## config.mk

```make
export PLATFORM = sky130hd
export DESIGN_NAME = seq_approx_row_divider
export DESIGN_NICKNAME = d
export VERILOG_FILES = /design/src/rtl/seq_approx_row_divider.sv
export SDC_FILE = /design/constraint.sdc
export NUM_CORES = 1
export LEC_CHECK = 0
export BUFFER_PORTS_ARGS = -buffer_cell sky130_fd_sc_hd__clkbuf_2
export CORE_ASPECT_RATIO = 1.75
export CORE_MARGIN = 8
export CORE_UTILIZATION = 60
export CTS_CLUSTER_SIZE = 14
export DETAILED_ROUTE_END_ITERATION = 12
export HOLD_SLACK_MARGIN = 0.03
export PLACE_DENSITY = 0.83
export SETUP_SLACK_MARGIN = 0.15
export SKIP_LAST_GASP = 1
export SLEW_MARGIN = 20
export SYNTH_ARGS = -nofsm -noshare
export SYNTH_HDL_FRONTEND = slang
export SYNTH_SLANG_ARGS = --single-unit
export TNS_END_PERCENT = 1
```

## constraint.sdc

```tcl
create_clock -name clk -period 11.7 [get_ports clk]
set_clock_uncertainty 0.1 [all_clocks]
set_input_delay 2.34 -clock clk [delete_from_list [all_inputs] [get_ports clk]]
set_output_delay 2.34 -clock clk [all_outputs]
set_load 0.01 [all_outputs]
```

## src/rtl/seq_approx_row_divider.sv

```systemverilog
// ---------------------------------------------------------------------------
// seq_approx_row_divider
//   Iterative restoring divider: 2W-bit dividend / W-bit divisor. One
//   subtractor row is evaluated per clock and produces one quotient bit,
//   MSB first. Rows i < APPROX_ROWS use approximate cells in columns
//   j < APPROX_COLS (clamped to W); all other cells are exact.
//
//   Optional feature macro: APPROX_DIV_RUNTIME_EXACT_EN
//     When defined, adds input exact_mode. It is sampled on an accepted
//     start; when 1, every cell of that operation is exact.
//
// Ports:
//   clk        in   1   rising-edge clock
//   rst_n      in   1   asynchronous active-low reset
//   exact_mode in   1   (macro only) force exact cells for this operation
//   start      in   1   request, accepted only while ready=1
//   n          in   2W  dividend, sampled on accepted start
//   d          in   W   divisor, sampled on accepted start
//   ready      out  1   idle, can accept start
//   valid      out  1   one-cycle pulse when q/r/dz/ovf are updated
//   q          out  W   quotient
//   r          out  W   remainder
//   dz         out  1   divide-by-zero flag of last operation
//   ovf        out  1   n[2W-1:W] >= d (quotient truncated) of last op
// ---------------------------------------------------------------------------
module seq_approx_row_divider #(
  parameter int W           = 8,
  parameter int APPROX_ROWS = 6,
  parameter int APPROX_COLS = 8
) (
  input  logic           clk,
  input  logic           rst_n,
`ifdef APPROX_DIV_RUNTIME_EXACT_EN
  input  logic           exact_mode,
`endif
  input  logic           start,
  input  logic [2*W-1:0] n,
  input  logic [W-1:0]   d,
  output logic           ready,
  output logic           valid,
  output logic [W-1:0]   q,
  output logic [W-1:0]   r,
  output logic           dz,
  output logic           ovf
);

  localparam int IW = (W > 2) ? $clog2(W) : 1;
  localparam int AC = (APPROX_COLS > W) ? W : APPROX_COLS;

  typedef enum logic [1:0] {IDLE, RUN, DONE} state_t;

  state_t          r_state, w_state_nxt;
  logic [W-1:0]    r_nlo;
  logic [W-1:0]    r_d;
  logic [W-1:0]    r_rem;
  logic [IW-1:0]   r_i;
  logic [W-1:0]    r_qacc;
  logic            r_ovfn;
  logic [W-1:0]    r_q;
  logic [W-1:0]    r_r;
  logic            r_dz;
  logic            r_ovf;
  logic            w_exact;
  logic            w_accept;
  logic            w_last;
  logic [W-1:0]    w_x;
  logic [W-1:0]    w_diff;
  logic            w_bout;
  logic            w_qbit;
  logic [W-1:0]    w_rem_nxt;
  logic [W-1:0]    w_q_nxt;

`ifdef APPROX_DIV_RUNTIME_EXACT_EN
  logic r_exact;
  assign w_exact = r_exact;
`else
  assign w_exact = 1'b0;
`endif

  assign w_accept = (r_state == IDLE) && start;
  assign w_last   = (r_i == '0);

  // FSM state register
  always_ff @(posedge clk or negedge rst_n) begin
    if (!rst_n) r_state <= IDLE;
    else        r_state <= w_state_nxt;
  end

  always_comb begin
    w_state_nxt = r_state;
    case (r_state)
      IDLE:    if (start) w_state_nxt = (d == '0) ? DONE : RUN;
      RUN:     if (w_last) w_state_nxt = DONE;
      DONE:    w_state_nxt = IDLE;
      default: w_state_nxt = IDLE;
    endcase
  end

  // One subtractor row: x - d with a per-column exact/approximate cell.
  // The top remainder bit (hi) is shifted out of x; if it was set the
  // true partial remainder exceeds d, so the row always subtracts.
  always_comb begin
    logic bin;
    logic apx;
    w_x    = {r_rem[W-2:0], r_nlo[r_i]};
    w_diff = '0;
    bin    = 1'b0;
    for (int j = 0; j < W; j++) begin
      apx = !w_exact && (int'(r_i) < APPROX_ROWS) && (j < AC);
      if (apx) begin
        w_diff[j] = r_d[j];
        bin       = w_x[j] & r_d[j];
      end else begin
        w_diff[j] = w_x[j] ^ r_d[j] ^ bin;
        bin       = (~w_x[j] & r_d[j]) | (~(w_x[j] ^ r_d[j]) & bin);
      end
    end
    w_bout    = bin;
    w_qbit    = r_rem[W-1] | ~w_bout;
    w_rem_nxt = w_qbit ? w_diff : w_x;
    w_q_nxt         = r_qacc;
    w_q_nxt[r_i]    = w_qbit;
  end

  // Datapath and result registers; results are loaded on entry to DONE
  // so they are already visible while valid is high.
  always_ff @(posedge clk or negedge rst_n) begin
    if (!rst_n) begin
      r_nlo  <= '0;
      r_d    <= '0;
      r_rem  <= '0;
      r_i    <= '0;
      r_qacc <= '0;
      r_ovfn <= 1'b0;
      r_q    <= '0;
      r_r    <= '0;
      r_dz   <= 1'b0;
      r_ovf  <= 1'b0;
`ifdef APPROX_DIV_RUNTIME_EXACT_EN
      r_exact <= 1'b0;
`endif
    end else if (w_accept) begin
      r_nlo  <= n[W-1:0];
      r_d    <= d;
      r_rem  <= n[2*W-1:W];
      r_i    <= IW'(W-1);
      r_qacc <= '0;
      r_ovfn <= (n[2*W-1:W] >= d);
`ifdef APPROX_DIV_RUNTIME_EXACT_EN
      r_exact <= exact_mode;
`endif
      if (d == '0) begin
        r_q   <= '1;
        r_r   <= n[W-1:0];
        r_dz  <= 1'b1;
        r_ovf <= 1'b1;
      end
    end else if (r_state == RUN) begin
      r_qacc <= w_q_nxt;
      r_rem  <= w_rem_nxt;
      if (w_last) begin
        r_q   <= w_q_nxt;
        r_r   <= w_rem_nxt;
        r_dz  <= 1'b0;
        r_ovf <= r_ovfn;
      end else begin
        r_i <= r_i - 1'b1;
      end
    end
  end

  assign ready = (r_state == IDLE);
  assign valid = (r_state == DONE);
  assign q     = r_q;
  assign r     = r_r;
  assign dz    = r_dz;
  assign ovf   = r_ovf;

endmodule

```

==> flow_summary.ini, run 1 <==
[logic_synthesis]
seq_area_frac_synth = 0.4450
synth_cell_type_count = 40
syn_inst = 343
syn_avg_cell_area_sq_um = 9.182
yosys_most_used_dff = dfrtp_1
synth_edf_count = 0
synth_seq_cells = 56
synthesis.nets = 394
yosysWarnings = 0
synth-async-reset-ratio = 1.000
netlist_area_sq_um = 3149

[floorplan]
core_area_sq_um = 5167
die_area_sq_um = 7914
start_util = 0.6094
fp.dieW_um = 70.77
fp-row-count = 35
die_h_um = 111.8
ios = 47

[placement]
placed_area_sq_um = 3368
gp_congestion = 0.8881
port_buffers = 46
dp_cells = 426
place_hpwl_mm = 6.081

[final_layout]
drive_gt1_frac = 0.1530
syn_to_final_growth_pct = 9.694
final_cells = 434
final_nets = 429
insertedDiodeCount = 0
fin_area_sq_um = 3455
multiInputGateArea_sq_um = 1582
seq_area_sq_um = 1401
nFillCells = 433

[sta]
worst_pin_slew_ns = 0.7959
period_minus_slack_ns = 6.358
hold_viol = 0
rsz0062_at_grt = false
finalSetupViolations = 0
slew_viol_final = 0
period_share = 0.5434
finalSetupTns_ns = 0
max_freq_mhz = 157.3
maxSlewHeadroom = 0.4694

[worst_setup_path]
cp.required_ns = 11.76
crit_path_start = r_i[2]$_DFFE_PN0P_
slowest_stage = a211o_1
start_kind = flop
arrival_ns = 6.42
path_class = reg -> reg
crit_path_frequent_cell = nand2_1
cp_max_fo = 26
cp-end-kind = flop
timing.rr.start = r_i[2]$_DFFE_PN0P_
cpPeakStageDelay_ns = 0.65

[clock_tree]
tritoncts = yes
cts_inserted_buffers = 5
cts_max_path_buffers = 2
cts_hold_buf = 0
htreeDepth = 2
root_buffer = clkbuf_8
cts_resized = 0
clk_pin_slew_ns = 0.10
clock_sink_count = 56
clk-insertion-delay-late_ns = 0.31
post-cts-setup-buffer-count = 0

[grt]
overflow = 0
grt_pass1_vias = 2867
grt_max_degree = 57
grt_pass1_wl_mm = 13.81
antenna_found_initial = 0
grtUsageTotal = 0.2185

[run_status]
status = finished clean

[power]
share_comb_of_total_power = 0.513
p_leak_nw = 1.699
power_density_nw_per_um2 = 288.9
p_sw_uw = 469.0
switching_share = 0.4699
clock_power_share = 0.107
ir_worst_vdd_v = 0.0001541
p_int_uw = 529.0
share_seq_of_total_power = 0.380

[route]
drc = 0
drt_iter0_markers = 203
post_drt_wl_per_cell_um = 18.76
drt_pass1_iterations = 4
routed_wl_mm = 8.144
via_per_inst = 6.194
antenna_left = 0
vias = 2688

[flow_run]
drv_cap = 0

[hold_path]
hp-start = dz$_DFFE_PN0P_
hp-class = reg -> reg
cells in the mapped netlist, types with 4 or more instances:
cell	number	area share
o21ai_0	25	0.040
nand3_1	9	0.014
a31oi_1	8	0.016
clkbuf_1	7	0.0083
fa_1	7	0.044
a21oi_1	14	0.022
nor2_1	20	0.024
buf_2	11	0.017
nor3_1	7	0.011
dfrtp_1	56	0.44
nand2_1	73	0.087
a22oi_1	7	0.017
mux2i_1	9	0.029
nor2b_1	5	0.0099
nand2b_1	4	0.0079
ha_1	17	0.068
inv_1	17	0.020
o211ai_1	15	0.036
logic make-up (layout without fill, tap and decap cells):
| kind of cell | count (synthesis) | in the layout | share of synthesized area |
|---|---|---|---|
| AOI/OAI and AO/OA | 84 | 84 | 0.1712 |
| xor gates and xnor gates | 3 | 3 | 0.008345 |
| adders and majority gates | 24 | 24 | 0.1120 |
| buffers and inverters | 38 | 74 | 0.05443 |
| DFF | 56 | 56 | 0.4450 |
| muxes | 9 | 9 | 0.02861 |
| and+or+nand+nor | 129 | 129 | 0.1804 |
sequential cells by signal, summed over array words and instances (netlist names), 2 cells and up:
signal   count
r_i          3
r_nlo        8
r            8
q            8
r_rem        8
r_state      2
r_qacc       8
r_d          8
critical path: cells and delay by family (launching register included):
kind                     cells  cell delay [ns]
AND/OR/NAND/NOR             14             1.57
multiplexers                 1             0.19
XOR/XNOR                     1             0.14
flip-flops                   1             0.58
AO/OA/AOI/OAI                4             1.24
adder cells (fa/ha/maj)      7             2.42
metrics by stage:
step | hold slack, ns | utilization | worst slack, ns | total power [mW]
after global routing | 0.4046 | 0.6685 | 4.881 | 1.086
after CTS | 0.3882 | 0.6685 | 5.383 | 0.9991
after detailed placement | 0.3639 | 0.6518 | 5.378 | 0.8935
final | 0.3835 | 0.6685 | 5.342 | 0.9980
after floorplan | 0.3380 | - | 6.427 | 0.7413
after global placement | 0.3552 | 0.6518 | 5.637 | 0.8688
layout make-up:
type / count / area share
well taps: 55 / 0.01992
inverters: 17 / 0.01847
repair buffers: 49 / 0.07316
multi-input cells: 249 / 0.4578
clock inverters: 2 / 0.003984
clock buffers: 6 / 0.02101
flip-flops and latches: 56 / 0.4056
worst paths after layout:
path	depth (start not counted)	slack, ns	endpoint
hold / removal	2	0.38	dz$_DFFE_PN0P_
min in group asynchronous	2	2.06	r_qacc[0]$_DFFE_PN0P_
max in group asynchronous	2	8.98	r[2]$_DFFE_PN0P_
setup reg to reg	27	5.34	r[1]$_DFFE_PN0P_
hold reg to reg	2	0.38	dz$_DFFE_PN0P_
setup / recovery	27	5.34	r[1]$_DFFE_PN0P_
layer usage:
layer	wire, um	track usage	vias up
met2	4321	0.3752	93
met4	472	0.1455	0
met1	2990	0.2324	1305
met5	0	0	-
li1	-	-	1259
met3	359	0.04500	31
placed cells by master, fill, tap and decap left out, types with 8 or more instances in the layout:
cell / count
a21oi_1: 14
a31oi_1: 8
clkbuf_2: 46
dfrtp_1: 56
ha_1: 17
inv_1: 17
mux2i_1: 9
nand2_1: 73
nand3_1: 9
nor2_1: 20
o211ai_1: 15
o21ai_0: 25
power by group through the flow:
stage	Sequential, mW	Combinational (mW)	Clock, mW
floorplan	0.360	0.381	0
global route	0.391	0.579	0.116
global placement	0.377	0.492	0
finish	0.379	0.512	0.107
detailed placement	0.381	0.513	0
CTS	0.377	0.514	0.108
Power figures use the tool's default switching activity.
==> inputs of run 2 (changes only) <==
- CORE_UTILIZATION: 60 -> 57
- PLACE_DENSITY: 0.83 -> 0.8
- clock period: 11.7 -> 6 ns (I/O delays scaled with it)
==> flow_summary.ini, run 2 (synthesis results as in run 1) <==
[floorplan]
fp.dieW_um = 72.19
ios = 47
die_h_um = 114.3
start_util = 0.5778
die_area_sq_um = 8253
core_area_sq_um = 5450
fp-row-count = 36

[clock_tree]
clk_pin_slew_ns = 0.09
root_buffer = clkbuf_8
cts_max_path_buffers = 2
tritoncts = yes
cts_inserted_buffers = 5
clock_sink_count = 56
htreeDepth = 2
clk-insertion-delay-late_ns = 0.30

[sta]
max_freq_mhz = 181.6
rsz0062_at_grt = false
finalSetupTns_ns = 0
slew_viol_final = 0
maxSlewHeadroom = 0.4759
hold_viol = 0
worst_pin_slew_ns = 0.7843
finalSetupViolations = 0
period_minus_slack_ns = 5.508
period_share = 0.9180

[placement]
placed_area_sq_um = 3432
gp_congestion = 0.9364
port_buffers = 46
dp_cells = 452
place_hpwl_mm = 6.031

[worst_setup_path]
slowest_stage = dfrtp_2
cp_max_fo = 9
cpPeakStageDelay_ns = 0.43
cp-end-kind = flop
crit_path_frequent_cell = nand2_1
path_class = reg -> reg
arrival_ns = 5.58
cp.required_ns = 6.07
start_kind = flop

[route]
vias = 2735
via_per_inst = 5.894
drt_pass1_iterations = 6
drc = 0
post_drt_wl_per_cell_um = 17.61
routed_wl_mm = 8.169
drt_iter0_markers = 215
antenna_left = 0

[grt]
grt_max_degree = 57
grtUsageTotal = 0.2053
grt_pass1_vias = 2819
antenna_found_initial = 0
grt_pass1_wl_mm = 13.22
overflow = 0

[power]
ir_worst_vdd_v = 0.0002760
power_density_nw_per_um2 = 575.0
p_leak_nw = 1.766

[flow_run]
drv_cap = 0

[final_layout]
fin_area_sq_um = 3622
final_common_cell = nand2_1
final_cells = 464
final_nets = 440
drive_gt1_frac = 0.1985
final_util = 0.6646
insertedDiodeCount = 0
syn_to_final_growth_pct = 15.02
final_cell_mix = nand2_1, dfrtp_1, clkbuf_2

[hold_path]
hp-class = reg -> reg

[run_status]
status = finished clean
==> run 2: metrics by stage <==
step | setup WS, ns | hold slack [ns] | power [mW]
2_1_floorplan | 0.7269 | 0.3380 | 1.446
3_5_place_dp | 0.02029 | 0.3632 | 1.772
3_3_place_gp | 0.2095 | 0.3617 | 1.724
5_1_grt | 0.1600 | 0.4071 | 2.254
4_1_cts | 0.1697 | 0.3866 | 2.007
6_report | 0.4919 | 0.3847 | 2.083
==> run 2: where the power goes <==
part	total, mW	internal, mW	switching, mW
registers	0.715	0.563	0.152
clock network	0.234	0.120	0.114
logic	1.13	0.461	0.673
==> run 2: cell type report <==
cell class                      count  area, sq um
Multi-Input combinational cell    250         1629
Fill cell                         453         1828
Sequential cell                    56         1403
Clock buffer                        5        68.82
Tap cell                           76        95.09
Timing Repair Buffer               59        332.8
Clock inverter                      1        30.03
Inverter                           17        63.81
==> run 2: worst paths after layout <==
kind	slack (ns)	end	start	cells past startpoint
setup / recovery	0.49	r[0]$_DFFE_PN0P_	r_i[1]$_DFFE_PN0P_	27
hold / removal	0.38	r_nlo[2]$_DFFE_PN0P_	r_nlo[2]$_DFFE_PN0P_	2
setup reg to reg	0.49	r[0]$_DFFE_PN0P_	r_i[1]$_DFFE_PN0P_	27
hold reg to reg	0.38	r_nlo[2]$_DFFE_PN0P_	r_nlo[2]$_DFFE_PN0P_	2
max in group asynchronous	4.38	r_i[1]$_DFFE_PN0P_	rst_n	2
min in group asynchronous	0.91	r_nlo[5]$_DFFE_PN0P_	rst_n	2
==> run 2: critical path, delay by kind of cell (launching register included) <==
| family | cells | cell delay (ns) |
|---|---|---|
| and+or+nand+nor | 12 | 0.89 |
| AOI/OAI and AO/OA | 5 | 0.98 |
| adders and majority gates | 7 | 2.33 |
| DFF | 1 | 0.43 |
| xor gates and xnor gates | 1 | 0.24 |
| muxes | 1 | 0.19 |
| buffers and inverters | 1 | 0.21 |
==> run 2: repair_timing <==
| item | in CTS | in global routing |
|---|---|---|
| resized for setup | 1 | 11 |
| endpoints found under the setup margin | 5 | 31 |
| gates cloned | 0 | 1 |
| buffers inserted | 0 | 5 |
| endpoints found under the hold margin | 0 | 0 |
| pin swaps | 0 | 6 |
| hold buffers | 0 | 0 |
==> run 2: per-layer routing <==
layer,GRT usage,part of all wire,vias up
met4,0.1221,0.037,0
met1,0.2236,0.38,1321
met3,0.03333,0.048,27
met5,0,0,-
met2,0.3586,0.53,106
li1,-,-,1281
==> inputs of run 3 (changes only) <==
- BUFFER_PORTS_ARGS: -buffer_cell sky130_fd_sc_hd__clkbuf_2 -> -buffer_cell sky130_fd_sc_hd__buf_2
- PLACE_DENSITY: 0.8 -> 0.86
==> flow_summary.ini, run 3 (synthesis results as in run 1) <==
[final_layout]
syn_to_final_growth_pct = 13.03
insertedDiodeCount = 0
final_common_cell = nand2_1
final_util = 0.6531
final_nets = 437
final_cell_mix = nand2_1, dfrtp_1, buf_2
drive_gt1_frac = 0.1783
final_cells = 463
fin_area_sq_um = 3560

[power]
power_density_nw_per_um2 = 565.4
p_sw_uw = 920.0
share_comb_of_total_power = 0.536
switching_share = 0.4572
p_int_mw = 1.092
ir_worst_vdd_v = 0.0002905
clock_power_share = 0.109
p_leak_nw = 1.723
share_seq_of_total_power = 0.356

[floorplan]
fp.dieW_um = 72.19
fp-row-count = 36
ios = 47
core_area_sq_um = 5450
die_area_sq_um = 8253
start_util = 0.5778
die_h_um = 114.3

[worst_setup_path]
cp.required_ns = 6.07
path_class = reg -> reg
start_kind = flop
cp.depth = 27
r2r_cells = 27
crit_path_frequent_cell = nand2_1
r2r_setup_slack_ns = 0.44
slowest_stage = or4b_4
arrival_ns = 5.63
cpPeakStageDelay_ns = 0.52
cpLargestDelayFamily = adder cells
timing.rr.start = r_i[0]$_DFFE_PN0P_
cp-end-kind = flop
crit_path_start = r_i[0]$_DFFE_PN0P_
path_buf_inv = 0
r2r-end = r[7]$_DFFE_PN0P_
endpoint = r[7]$_DFFE_PN0P_
cp_max_fo = 5

[route]
drt_pass1_iterations = 4
antenna_left = 0
via_per_inst = 5.853
post_drt_wl_per_cell_um = 16.84
routed_wl_mm = 7.795
vias = 2710
drc = 0
drt_iter0_markers = 151

[placement]
gp_congestion = 0.8633
place_hpwl_mm = 5.755
dp_cells = 450
placed_area_sq_um = 3417
port_buffers = 46

[clock_tree]
cts_max_path_buffers = 2
root_buffer = clkbuf_8
htreeDepth = 2
clock_sink_count = 56
cts_hold_buf = 0
clk_pin_slew_ns = 0.10
cts_inserted_buffers = 5
clk-insertion-delay-late_ns = 0.32
tritoncts = yes

[flow_run]
drv_cap = 0

[run_status]
status = finished clean

[grt]
grt_pass1_wl_mm = 12.74
antenna_found_initial = 0
grt_max_degree = 57
grt_pass1_vias = 2722
overflow = 0
grtUsageTotal = 0.1983

[hold_path]
hp-class = reg -> reg

[sta]
max_freq_mhz = 179.8
finalSetupViolations = 0
maxSlewHeadroom = 0.4535
rsz0062_at_grt = false
worst_pin_slew_ns = 0.8178
slew_viol_final = 0
hold_viol = 0
finalSetupTns_ns = 0
period_minus_slack_ns = 5.561
period_share = 0.9268
whs_ns = 0.3850
-- run 3: power by group through the flow --
stage | clock, mW | combinational (mW) | sequential, mW
after floorplan | 0 | 0.744 | 0.702
final | 0.219 | 1.08 | 0.716
after CTS | 0.221 | 1.03 | 0.721
after global placement | 0 | 0.972 | 0.721
after global routing | 0.238 | 1.20 | 0.737
after detailed placement | 0 | 1.02 | 0.726
-- run 3: layout make-up --
type | count | area (sq um)
fillers | 451 | 1891
well taps | 76 | 95.09
inverters | 17 | 63.81
flip-flops and latches | 56 | 1404
multi-input cells | 249 | 1590
repair buffers | 57 | 312.8
clock buffers | 7 | 86.33
clock inverters | 1 | 7.507
-- run 3: metal layers --
metal	share of wire	GRT usage	wire length [um]
met2	0.53	0.3416	4100
met1	0.38	0.2160	2993
met4	0.033	0.1070	261
met3	0.056	0.04561	440
met5	0	0	0
-- run 3: worst min-delay path by stage --
stage                              start              endpoint  cells after the start
finish              r_nlo[2]$_DFFE_PN0P_  r_nlo[2]$_DFFE_PN0P_                      2
CTS                 r_nlo[1]$_DFFE_PN0P_  r_nlo[1]$_DFFE_PN0P_                      2
detailed placement  r_nlo[2]$_DFFE_PN0P_  r_nlo[2]$_DFFE_PN0P_                      2
global route        r_nlo[1]$_DFFE_PN0P_  r_nlo[1]$_DFFE_PN0P_                      2
global placement    r_nlo[2]$_DFFE_PN0P_  r_nlo[2]$_DFFE_PN0P_                      2
floorplan           r_nlo[0]$_DFFE_PN0P_  r_nlo[0]$_DFFE_PN0P_                      2
-- run 3: metrics by stage --
stage               power, mW  setup slack, ns
floorplan               1.446           0.7269
global placement        1.693           0.3461
detailed placement      1.749           0.1759
CTS                     1.968           0.3080
global route            2.176           0.1799
finish                  2.012           0.4394
-- run 3: timing repair --
action	4_1_cts	5_1_grt
endpoints found under the setup margin	1	28
gates resized for setup	1	3
buffers inserted	0	5
-- run 3: worst reg2reg max path: stages, from the launching register on --
cell,delay (ns)
dfrtp_2,0.45
or4b_4,0.53
nand3_1,0.12
nor2_1,0.06
xnor2_1,0.14
a21oi_1,0.10
fa_1,0.37
nand2_1,0.06
nand2_1,0.07
fa_1,0.37
nand2_1,0.07
nand2_1,0.07
fa_1,0.36
nand2_1,0.07
nand2_1,0.07
fa_1,0.36
nand2_1,0.07
nand2_1,0.07
fa_1,0.36
nand2_1,0.07
nand2_1,0.07
fa_1,0.36
mux2i_1,0.17
fa_1,0.44
nand2_1,0.07
o211ai_1,0.09
o211ai_1,0.17
a31oi_1,0.12
